### config.mk
export PLATFORM = sky130hd
export DESIGN_NAME = jtopl_pg_mslot_flat
export DESIGN_NICKNAME = d
export VERILOG_FILES = /design/src/rtl/jtopl_pkg.sv /design/src/rtl/jtopl_pg_mslot_if.sv /design/src/rtl/jtopl_pg_mslot_inc.sv /design/src/rtl/jtopl_pg_mslot.sv /design/src/flat_wrapper.sv
export SDC_FILE = /design/constraint.sdc
export NUM_CORES = 1
export LEC_CHECK = 0
export ABC_CLOCK_PERIOD_IN_PS = 5750
export BUFFER_PORTS_ARGS = -buffer_cell sky130_fd_sc_hd__buf_2
export CORE_UTILIZATION = 40
export CTS_BUF_LIST = sky130_fd_sc_hd__clkbuf_2 sky130_fd_sc_hd__clkbuf_4 sky130_fd_sc_hd__clkbuf_8
export DETAILED_ROUTE_END_ITERATION = 12
export PLACE_DENSITY_LB_ADDON = 0.05
export SLEW_MARGIN = 40
export SYNTH_ARGS = -nofsm -noshare
export SYNTH_HDL_FRONTEND = slang
export SYNTH_SLANG_ARGS = --single-unit
### constraint.sdc
create_clock -name clk -period 5.75 [get_ports clk]
set_clock_uncertainty 0.05 [all_clocks]
set_input_delay 1.15 -clock clk [delete_from_list [all_inputs] [get_ports clk]]
set_output_delay 1.15 -clock clk [all_outputs]
set_load 0.01 [all_outputs]
### src/rtl/jtopl_pkg.sv
// Shared constants for the OPL phase generator: MUL table, vibrato shape, widths.
package jtopl_pkg;

  localparam int PHINC_W = 17;  // phase increment width before MUL
  localparam int OPW     = 10;  // operator phase width seen downstream

  // MUL factor stored doubled so code 0 (x0.5) stays an integer; product >> 1.
  localparam logic [15:0][4:0] MUL_X2 = {
    5'd30, 5'd30, 5'd24, 5'd24, 5'd20, 5'd20, 5'd18, 5'd16,
    5'd14, 5'd12, 5'd10, 5'd8,  5'd6,  5'd4,  5'd2,  5'd1
  };

  // Vibrato shape per LFO position, bits {negative, full m, half m}.
  localparam logic [7:0][2:0] VIB_SHAPE = {
    3'b101, 3'b110, 3'b101, 3'b000, 3'b001, 3'b010, 3'b001, 3'b000
  };

endpackage

### src/rtl/jtopl_pg_mslot_if.sv
// Slot input bus and phase output bus of the multi-slot phase generator.
interface jtopl_pg_mslot_if #(parameter int SW = 5);
  logic          cen;
  logic          zero;
  logic [2:0]    block;
  logic [9:0]    fnum;
  logic [3:0]    mul;
  logic          nts;
  logic          vib_en;
  logic          vib_dep;
  logic [2:0]    vib_pos;
  logic          pg_rst;
  logic [3:0]    keycode;
  logic [9:0]    phase_op;
  logic [SW-1:0] slot_out;

  modport master (
    output cen, zero, block, fnum, mul, nts, vib_en, vib_dep, vib_pos, pg_rst,
    input  keycode, phase_op, slot_out
  );
  modport slave (
    input  cen, zero, block, fnum, mul, nts, vib_en, vib_dep, vib_pos, pg_rst,
    output keycode, phase_op, slot_out
  );
endinterface

### src/rtl/jtopl_pg_mslot_inc.sv
// Stage-1 combinational math: vibrato offset, fmod, octave shift and keycode.
module jtopl_pg_mslot_inc
  import jtopl_pkg::*;
(
  input  logic [2:0]         i_block,
  input  logic [9:0]         i_fnum,
  input  logic               i_nts,
  input  logic               i_vib_en,
  input  logic               i_vib_dep,
  input  logic [2:0]         i_vib_pos,
  output logic [PHINC_W-1:0] o_phinc,
  output logic [3:0]         o_keycode
);
  logic [2:0]  w_m;
  logic [2:0]  w_shape;
  logic [2:0]  w_mag;
  logic [10:0] w_fmod;

  // Vibrato depth from the top fnum bits, halved for shallow vibrato.
  assign w_m     = i_vib_dep ? i_fnum[9:7] : {1'b0, i_fnum[9:8]};
  assign w_shape = VIB_SHAPE[i_vib_pos];
  assign w_mag   = !i_vib_en  ? 3'd0 :
                   w_shape[1] ? w_m  :
                   w_shape[0] ? {1'b0, w_m[2:1]} : 3'd0;

  // Negative offsets never exceed fnum[9:7], so the subtraction cannot underflow.
  assign w_fmod  = w_shape[2] ? ({1'b0, i_fnum} - {8'd0, w_mag})
                              : ({1'b0, i_fnum} + {8'd0, w_mag});

  assign o_phinc   = PHINC_W'(({7'd0, w_fmod} << i_block) >> 1);
  assign o_keycode = {i_block, i_nts ? i_fnum[8] : i_fnum[9]};
endmodule

### src/rtl/jtopl_pg_mslot.sv
// Time-multiplexed three-stage phase generator with per-slot phase memory.
module jtopl_pg_mslot
  import jtopl_pkg::*;
#(
  parameter int SLOTS = 18,
  parameter int PW    = 20,
  parameter int SW    = 5
) (
  input  logic               clk,
  input  logic               rst_n,
  jtopl_pg_mslot_if.slave    bus
);
  logic [SW-1:0]      r_cnt;
  logic [SW-1:0]      w_slot;
  logic [PHINC_W-1:0] w_phinc;
  logic [3:0]         w_keycode;

  logic [PHINC_W-1:0] r1_phinc;
  logic [3:0]         r1_mul;
  logic               r1_rst;
  logic [SW-1:0]      r1_slot;
  logic [3:0]         r_keycode;

  logic [21:0]        w_prod2;
  logic [PW-1:0]      w_inc;
  logic [PW-1:0]      r2_inc;
  logic               r2_rst;
  logic [SW-1:0]      r2_slot;

  logic [PW-1:0]      r_mem [SLOTS];
  logic [PW-1:0]      w_acc;
  logic [OPW-1:0]     r_phase_op;
  logic [SW-1:0]      r_slot_out;

  // zero forces this input to slot 0; the counter then continues from 1.
  assign w_slot = bus.zero ? '0 : r_cnt;

  // Slot counter: wraps at SLOTS-1.
  always_ff @(posedge clk or negedge rst_n)
    if (!rst_n)       r_cnt <= '0;
    else if (bus.cen) r_cnt <= (w_slot == SW'(SLOTS-1)) ? '0 : w_slot + 1'b1;

  jtopl_pg_mslot_inc u_inc (
    .i_block   (bus.block),
    .i_fnum    (bus.fnum),
    .i_nts     (bus.nts),
    .i_vib_en  (bus.vib_en),
    .i_vib_dep (bus.vib_dep),
    .i_vib_pos (bus.vib_pos),
    .o_phinc   (w_phinc),
    .o_keycode (w_keycode)
  );

  // Stage 1: register increment and slot context.
  always_ff @(posedge clk or negedge rst_n)
    if (!rst_n) begin
      r1_phinc <= '0; r1_mul <= '0; r1_rst <= 1'b0; r1_slot <= '0; r_keycode <= '0;
    end else if (bus.cen) begin
      r1_phinc <= w_phinc; r1_mul <= bus.mul; r1_rst <= bus.pg_rst;
      r1_slot <= w_slot; r_keycode <= w_keycode;
    end

  // Doubled factor times phinc, then halve: exact for every code including x0.5.
  assign w_prod2 = 22'(r1_phinc) * 22'(MUL_X2[r1_mul]);
  assign w_inc   = PW'(w_prod2 >> 1);

  // Stage 2: register the MUL-scaled increment.
  always_ff @(posedge clk or negedge rst_n)
    if (!rst_n) begin
      r2_inc <= '0; r2_rst <= 1'b0; r2_slot <= '0;
    end else if (bus.cen) begin
      r2_inc <= w_inc; r2_rst <= r1_rst; r2_slot <= r1_slot;
    end

  // Adjacent slots always differ, so read-modify-write in one cycle is safe.
  assign w_acc = r2_rst ? '0 : r_mem[r2_slot] + r2_inc;

  // Stage 3: phase memory update.
  always_ff @(posedge clk or negedge rst_n)
    if (!rst_n) begin
      for (int i = 0; i < SLOTS; i++) r_mem[i] <= '0;
    end else if (bus.cen) begin
      r_mem[r2_slot] <= w_acc;
    end

  // Stage 3: outputs taken from the value being written.
  always_ff @(posedge clk or negedge rst_n)
    if (!rst_n) begin
      r_phase_op <= '0; r_slot_out <= '0;
    end else if (bus.cen) begin
      r_phase_op <= w_acc[PW-1 -: OPW]; r_slot_out <= r2_slot;
    end

  assign bus.keycode  = r_keycode;
  assign bus.phase_op = r_phase_op;
  assign bus.slot_out = r_slot_out;
endmodule

### src/flat_wrapper.sv
// flat-port wrapper written by rule: the top's interface ports become plain ports
module jtopl_pg_mslot_flat import jtopl_pkg::*;
#(
  parameter int SLOTS = 18,
  parameter int PW    = 20,
  parameter int SW    = 5
)
  (clk, rst_n, bus_cen, bus_zero, bus_block, bus_fnum, bus_mul, bus_nts, bus_vib_en, bus_vib_dep, bus_vib_pos, bus_pg_rst, bus_keycode, bus_phase_op, bus_slot_out);
  jtopl_pg_mslot_if #(.SW(SW)) bus_i ();
  input  logic clk;
  input  logic rst_n;
  input wire logic [$bits(bus_i.cen)-1:0] bus_cen;
  input wire logic [$bits(bus_i.zero)-1:0] bus_zero;
  input wire logic [$bits(bus_i.block)-1:0] bus_block;
  input wire logic [$bits(bus_i.fnum)-1:0] bus_fnum;
  input wire logic [$bits(bus_i.mul)-1:0] bus_mul;
  input wire logic [$bits(bus_i.nts)-1:0] bus_nts;
  input wire logic [$bits(bus_i.vib_en)-1:0] bus_vib_en;
  input wire logic [$bits(bus_i.vib_dep)-1:0] bus_vib_dep;
  input wire logic [$bits(bus_i.vib_pos)-1:0] bus_vib_pos;
  input wire logic [$bits(bus_i.pg_rst)-1:0] bus_pg_rst;
  output wire logic [$bits(bus_i.keycode)-1:0] bus_keycode;
  output wire logic [$bits(bus_i.phase_op)-1:0] bus_phase_op;
  output wire logic [$bits(bus_i.slot_out)-1:0] bus_slot_out;
  assign bus_i.cen = bus_cen;
  assign bus_i.zero = bus_zero;
  assign bus_i.block = bus_block;
  assign bus_i.fnum = bus_fnum;
  assign bus_i.mul = bus_mul;
  assign bus_i.nts = bus_nts;
  assign bus_i.vib_en = bus_vib_en;
  assign bus_i.vib_dep = bus_vib_dep;
  assign bus_i.vib_pos = bus_vib_pos;
  assign bus_i.pg_rst = bus_pg_rst;
  assign bus_keycode = bus_i.keycode;
  assign bus_phase_op = bus_i.phase_op;
  assign bus_slot_out = bus_i.slot_out;
  jtopl_pg_mslot #(.SLOTS(SLOTS), .PW(PW), .SW(SW)) u_core (.clk(clk), .rst_n(rst_n), .bus(bus_i));
endmodule
Yosys cells after proc, flatten, opt, wreduce, memory -nomap -nowiden
Memory sizes are Yosys's and may differ from the RTL's.
Index checks and enable logic that the tools add are counted.
{"block": "classes", "n_mux": 17, "multipliers": 1, "order_cmp": 4, "bitwise_logic": 1, "add_sub_neg": 4, "reduce_logical": 1, "eq_ne": 1, "n_shift": 1, "div_mod_pow": 0}
{"cell": "360-bit bitwise mux", "n": 1}
{"cell": "20-bit binary-select mux with 5-bit select", "n": 1}
{"cell": "20-bit demux with 5-bit select", "n": 1}
{"cell": "20-bit two-way mux", "n": 4}
{"cell": "17-bit by 5-bit multiplier with 21-bit output", "n": 1}
{"cell": "20-bit adder", "n": 1}
{"cell": "11-bit by 3-bit << shifter with 18-bit output", "n": 1}
{"cell": "5-bit two-way mux", "n": 3}
{"cell": "3-bit two-way mux", "n": 4}
{"cell": "10-bit by 3-bit adder with 11-bit output", "n": 1}
{"cell": "11-bit two-way mux", "n": 1}
{"cell": "10-bit by 3-bit subtractor with 11-bit output", "n": 1}
{"cell": "6-bit greater-or-equal comparator (second input constant)", "n": 1}
{"cell": "6-bit by 1-bit less-than comparator with 1-bit output (second input constant)", "n": 1}
{"cell": "5-bit inverter with 6-bit output", "n": 1}
{"cell": "5-bit by 1-bit adder with 5-bit output (second input constant)", "n": 1}
{"cell": "5-bit == test (second input constant)", "n": 1}
{"cell": "4-bit by 5-bit less-than comparator with 1-bit output (second input constant)", "n": 1}
{"cell": "3-bit by 4-bit less-than comparator with 1-bit output (second input constant)", "n": 1}
{"cell": "2-bit two-way mux", "n": 1}
{"cell": "1-bit logical AND", "n": 1}
{"cell": "1-bit two-way mux", "n": 1}
{"block": "totals", "input_bits": 28, "latch_bits": 0, "reg_bits": 437, "romBits": 104, "n_memories": 2, "output_inout_bits": 19, "mem_bits_rw": 0, "elab_cells": 61}
{"name": "(no name shown)", "depth": 16, "word_bits": 5, "rd": 1, "rd_clocked_by_memory_dff": 0, "wr": 0, "line": "jtopl_pg_mslot.sv:64", "rtl": "assign w_prod2 = 22'(r1_phinc) * 22'(MUL_X2[r1_mul]);"}
{"name": "(no name shown)", "depth": 8, "word_bits": 3, "rd": 1, "rd_clocked_by_memory_dff": 0, "wr": 0, "line": "jtopl_pg_mslot_inc.sv:21", "rtl": "assign w_shape = VIB_SHAPE[i_vib_pos];"}

Longest topological paths before layout
{"block": "logic_depth", "word_depth": 8, "mapped_depth": 20, "ltp_nobuf": 18}

Modules after synthesis
Synthesis repeated with hierarchy kept, for this count alone.
{"block": "unflattened", "cells_unflattened": 2167, "hier_area_um2": 23423.7}
{"mod": "jtopl_pg_mslot", "n_inst": 1, "seq_area_each_um2": 10935.5, "cells_per_inst": 1994, "area_each_um2": 22097.4}
{"mod": "jtopl_pg_mslot_inc", "n_inst": 1, "seq_area_each_um2": 0.0, "cells_per_inst": 173, "area_each_um2": 1326.3}

Least setup slack after synthesis
Ideal clock, no wire load.
{"block": "synth_path", "path_type": "reg-to-reg", "from": "register u_core.r1_mul[3]", "to": "register u_core.r2_inc[16]", "period_less_slack_ns": 4.659, "t_required_ns": 5.569, "setup_time_ns": 0.131, "arrival_time_ns": 4.478, "path_slack_ns": 1.091, "stages_incl_launch_ff": 18, "cell_sequence": "dfrtp_1 > clkbuf_1 > o21ai_0 > a21oi_1 > clkbuf_1 > nand2b_1 > fa_1 > fa_1 > inv_1 > ha_1 > o21ai_0 > o21ai_1 > a41oi_1 > o21ai_1 > o21a_1 > o21a_1 > o2111a_1 > or3_1"}
{"block": "synth_via", "elab_chain_len": 3}
{"item": "from (decl)", "line": "jtopl_pg_mslot.sv:19", "rtl": "logic [3:0] r1_mul;"}
{"item": "from (signal assigned)", "line": "jtopl_pg_mslot.sv:59", "rtl": "r1_phinc <= w_phinc; r1_mul <= bus.mul; r1_rst <= bus.pg_rst;"}
{"item": "memory read 16 x 5 bit"}
{"item": "5-bit two-way mux (implied by the code)", "line": "jtopl_pg_mslot.sv:64"}
{"item": "17-bit by 5-bit multiplier with 21-bit output", "line": "jtopl_pg_mslot.sv:64"}
{"item": "to (signal assigned)", "line": "jtopl_pg_mslot.sv:72", "rtl": "r2_inc <= w_inc; r2_rst <= r1_rst; r2_slot <= r1_slot;"}
{"item": "to (decl)", "line": "jtopl_pg_mslot.sv:26", "rtl": "logic [PW-1:0] r2_inc;"}
No other way between the ends. The select of a mux whose other input is x is not followed.
A chain may end at the register's enable or synchronous reset.

Final worst setup path
Ends and elaborated chain as after synthesis.

==> results.md <==
- Net Count, Synth: 2,360
- Fmax: 197 MHz
- Starting Density: 40.7%
- Tot Pwr: 0.0118 W
- Routed WL: 65,900 um
- Global-route wire length before repair: 105,000 um
- Yosys cell types: 74
- Clk Latency, worst-skew pair: 0.68 ns
- Crit. Startpoint: u_core.r1_mul[3]
- Hold Crit Class: input port to async pin
- 1st-iter DRT viols: 882
- Largest net degree at the start of global routing: 111
- Slew headroom: 46.8%
- Most frequent cells after synthesis: dfrtp_1 (437), nand2_1 (401), o21ai_0 (266), mux2_2 (129), clkbuf_1 (122)
- Post-CTS Setup Bufs: 0
- Core Area: 57,900 um2
- Non-filler cells, final: 3,079
- Share of the synthesized area in the top cell type: 46.4%
- Final period util: 88.4%
- Most frequent cell after synthesis: dfrtp_1
- Clk slew on worst S/H paths: 0.06 ns
- Reg2reg setup slack: 0.66 ns
- Critical R2R Capture: u_core.r2_inc[16]
- CP Class: flip-flop to flip-flop
- Slew Viols, Final: 0
- Outcome: finished, final reports clean
- Worst Reg-to-Reg Cells: 14
- Register Area: 10,900 um2
- Mapped cell area: 23,600 um2
- Multi-input logic area: 11,700 um2
- Critical path launch point type: flip-flop
- Post-synthesis sequential area ratio: 46.4%
- GP Congestion: 0.854
- Synthesized area per cell: 10.6 um2
- Power Density: 446 nW/um2
- CP arrival: 5.58 ns
- DR vias/cell: 5.43
- RSZ-0062 raised after global routing: no
- Max-capacitance violation count: 0
- Crit path to: u_core.r2_inc[16]
- Reg-to-reg critical path startpoint: u_core.r1_mul[3]
- H-tree depth: 3
- Sum Neg Setup Slack: 0 ns
- Setup violators final: 0
- Final nets: 2,394
- Final Hold Fails: 0
- Worst IR Drop VDD: 0.000251 V
- Total gr overflow: 0
- Initial antenna violation count: 1
- Filler cells: 5,627
- CTS Hold Bufs: 0
- Slew at the pin closest to its max-slew limit: 0.795 ns
- Sink Count: 437
- Crit path max fanout: 21
- Crit end category: flip-flop
- Post-cts sizing count: 0
- CP Data Required Time: 6.25 ns
- CTS root buffer: clkbuf_8
- Die area: 59,900 um2
- DR vias: 16,700
- IO Pins: 47
- Clock Path Buffers: 3
- CTS tree: done
- GRT Total Usage: 23.0%
- Cells after Synth: 2,224
- Placed cell count: 2,939
- Synth warn: 0
- Area Growth Syn to Fin: 11.9%
- Rows: 88
- Die Wd: 245 um
- Dominant synthesized flop cell: dfrtp_1
- FF+latch count, synth: 437
- Post-layout min period: 5.09 ns
- DR DRC count: 0
- CTS Buf Count: 80
- Vias in the first global route: 17,300
- Layout cells sized above 1: 21.4%
- I/O Buffers: 46
- EDFF count, synth: 0
- FFs w/ async S/R, synth: 100%
- Die Y: 245 um
- Pre-Repair DR Iteration Count: 5
- Synth area leader: dfrtp_1
- Wirelength per Cell: 21.4 um
- ANT nets after route: 0
- Hpwl dp: 43,000 um
- Main area contributors after synthesis: dfrtp_1 (46%), mux4_2 (7.7%), nand2_1 (6.4%), mux2_2 (6.2%), o21ai_0 (5.6%)
- Leak: 11.9 nW
-- cells by family (layout without fill, tap and decap cells) --
logic type	Yosys count	after routing	synth area share [%]
buffers and inverters	244	333	4.30
adder cells (fa/ha/maj)	108	108	7.20
flip-flops	437	437	46.4
XOR/XNOR	34	34	1.30
AND/OR/NAND/NOR	666	666	12.8
multiplexers	244	244	15.4
AO/OA/AOI/OAI	491	491	12.7
other	0	1	0
-- worst max-delay path: stages (launching register included) --
cell	delay, ns
dfrtp_1	0.74
nand2_1	0.17
fa_1	0.55
fa_1	0.52
fa_1	0.56
inv_1	0.04
ha_1	0.34
o21ai_0	0.27
o21ai_1	0.14
a41oi_1	0.41
o21ai_1	0.17
o21a_1	0.20
o21a_1	0.20
o2111a_1	0.23
or3_1	0.36
-- per-stage QoR --
stage | utilization, % | hold slack, ns | area (um2) | setup WS (ns)
2_1_floorplan | - | 0.393 | 23600 | 1.09
4_1_cts | 45.5 | 0.425 | 26300 | 0.657
5_1_grt | 45.5 | 0.310 | 26400 | 0.276
3_3_place_gp | 42.5 | 0.406 | 24600 | 0.645
3_5_place_dp | 42.6 | 0.412 | 24700 | 0.665
6_report | 45.5 | 0.330 | 26400 | 0.665
-- sequential cells by signal, indices dropped and copies added (netlist names) --
name,flops
u_core.r2_inc,20
u_core.r2_rst,1
u_core.bus.slot_out,5
u_core.r1_mul,4
u_core.r1_phinc,17
u_core.bus.phase_op,10
u_core.r_mem,360
u_core.r1_slot,5
u_core.r_cnt,5
u_core.r1_rst,1
u_core.bus.keycode,4
u_core.r2_slot,5
-- layout make-up --
cell class	count	area share [%]
well taps	765	3.63
flip-flops and latches	437	41.5
clock inverters	14	0.526
diodes	1	0.00949
inverters	87	1.24
repair buffers	109	3.07
multi-input cells	1543	44.3
clock buffers	123	5.75
-- per-layer routing --
layer | vias to the layer above | track usage, % | wire length (um)
met5 | - | 0 | 0
met4 | 0 | 6.32 | 1380
met3 | 91 | 4.36 | 2670
met2 | 271 | 35.5 | 30100
met1 | 8460 | 32.9 | 31700
li1 | 7884 | - | -
-- cell usage in the layout, fill, tap and decap left out, types with 37 or more instances in the layout --
cell	count
dfrtp_1	433
nand2_1	397
o21ai_0	266
mux2_2	129
clkbuf_8	95
inv_1	86
mux4_2	81
nor2_1	70
ha_1	62
buf_4	57
o31ai_1	48
and2_1	46
fa_1	46
buf_2	44
a21oi_1	37
-- how the worst min path moves through the flow --
| stage | start | to | slack (ns) | cells after the start |
|---|---|---|---|---|
| 2_1_floorplan | u_core.r_mem[151] | u_core.r_mem[151] | 0.39 | 2 |
| 3_3_place_gp | u_core.r_mem[218] | u_core.r_mem[218] | 0.41 | 2 |
| 3_5_place_dp | u_core.r_mem[151] | u_core.r_mem[151] | 0.41 | 2 |
| 4_1_cts | u_core.r_mem[151] | u_core.r_mem[151] | 0.42 | 2 |
| 5_1_grt | rst_n | u_core.r_cnt[4] | 0.31 | 1 |
| 6_report | rst_n | u_core.r_cnt[4] | 0.33 | 1 |
-- power breakdown --
| group | internal, W | switching (W) |
|---|---|---|
| sequential | 0.00368 | 0.000412 |
| clock | 0.00173 | 0.00135 |
| combinational | 0.00173 | 0.00285 |
No activity file was read; power rests on OpenSTA's default activity.
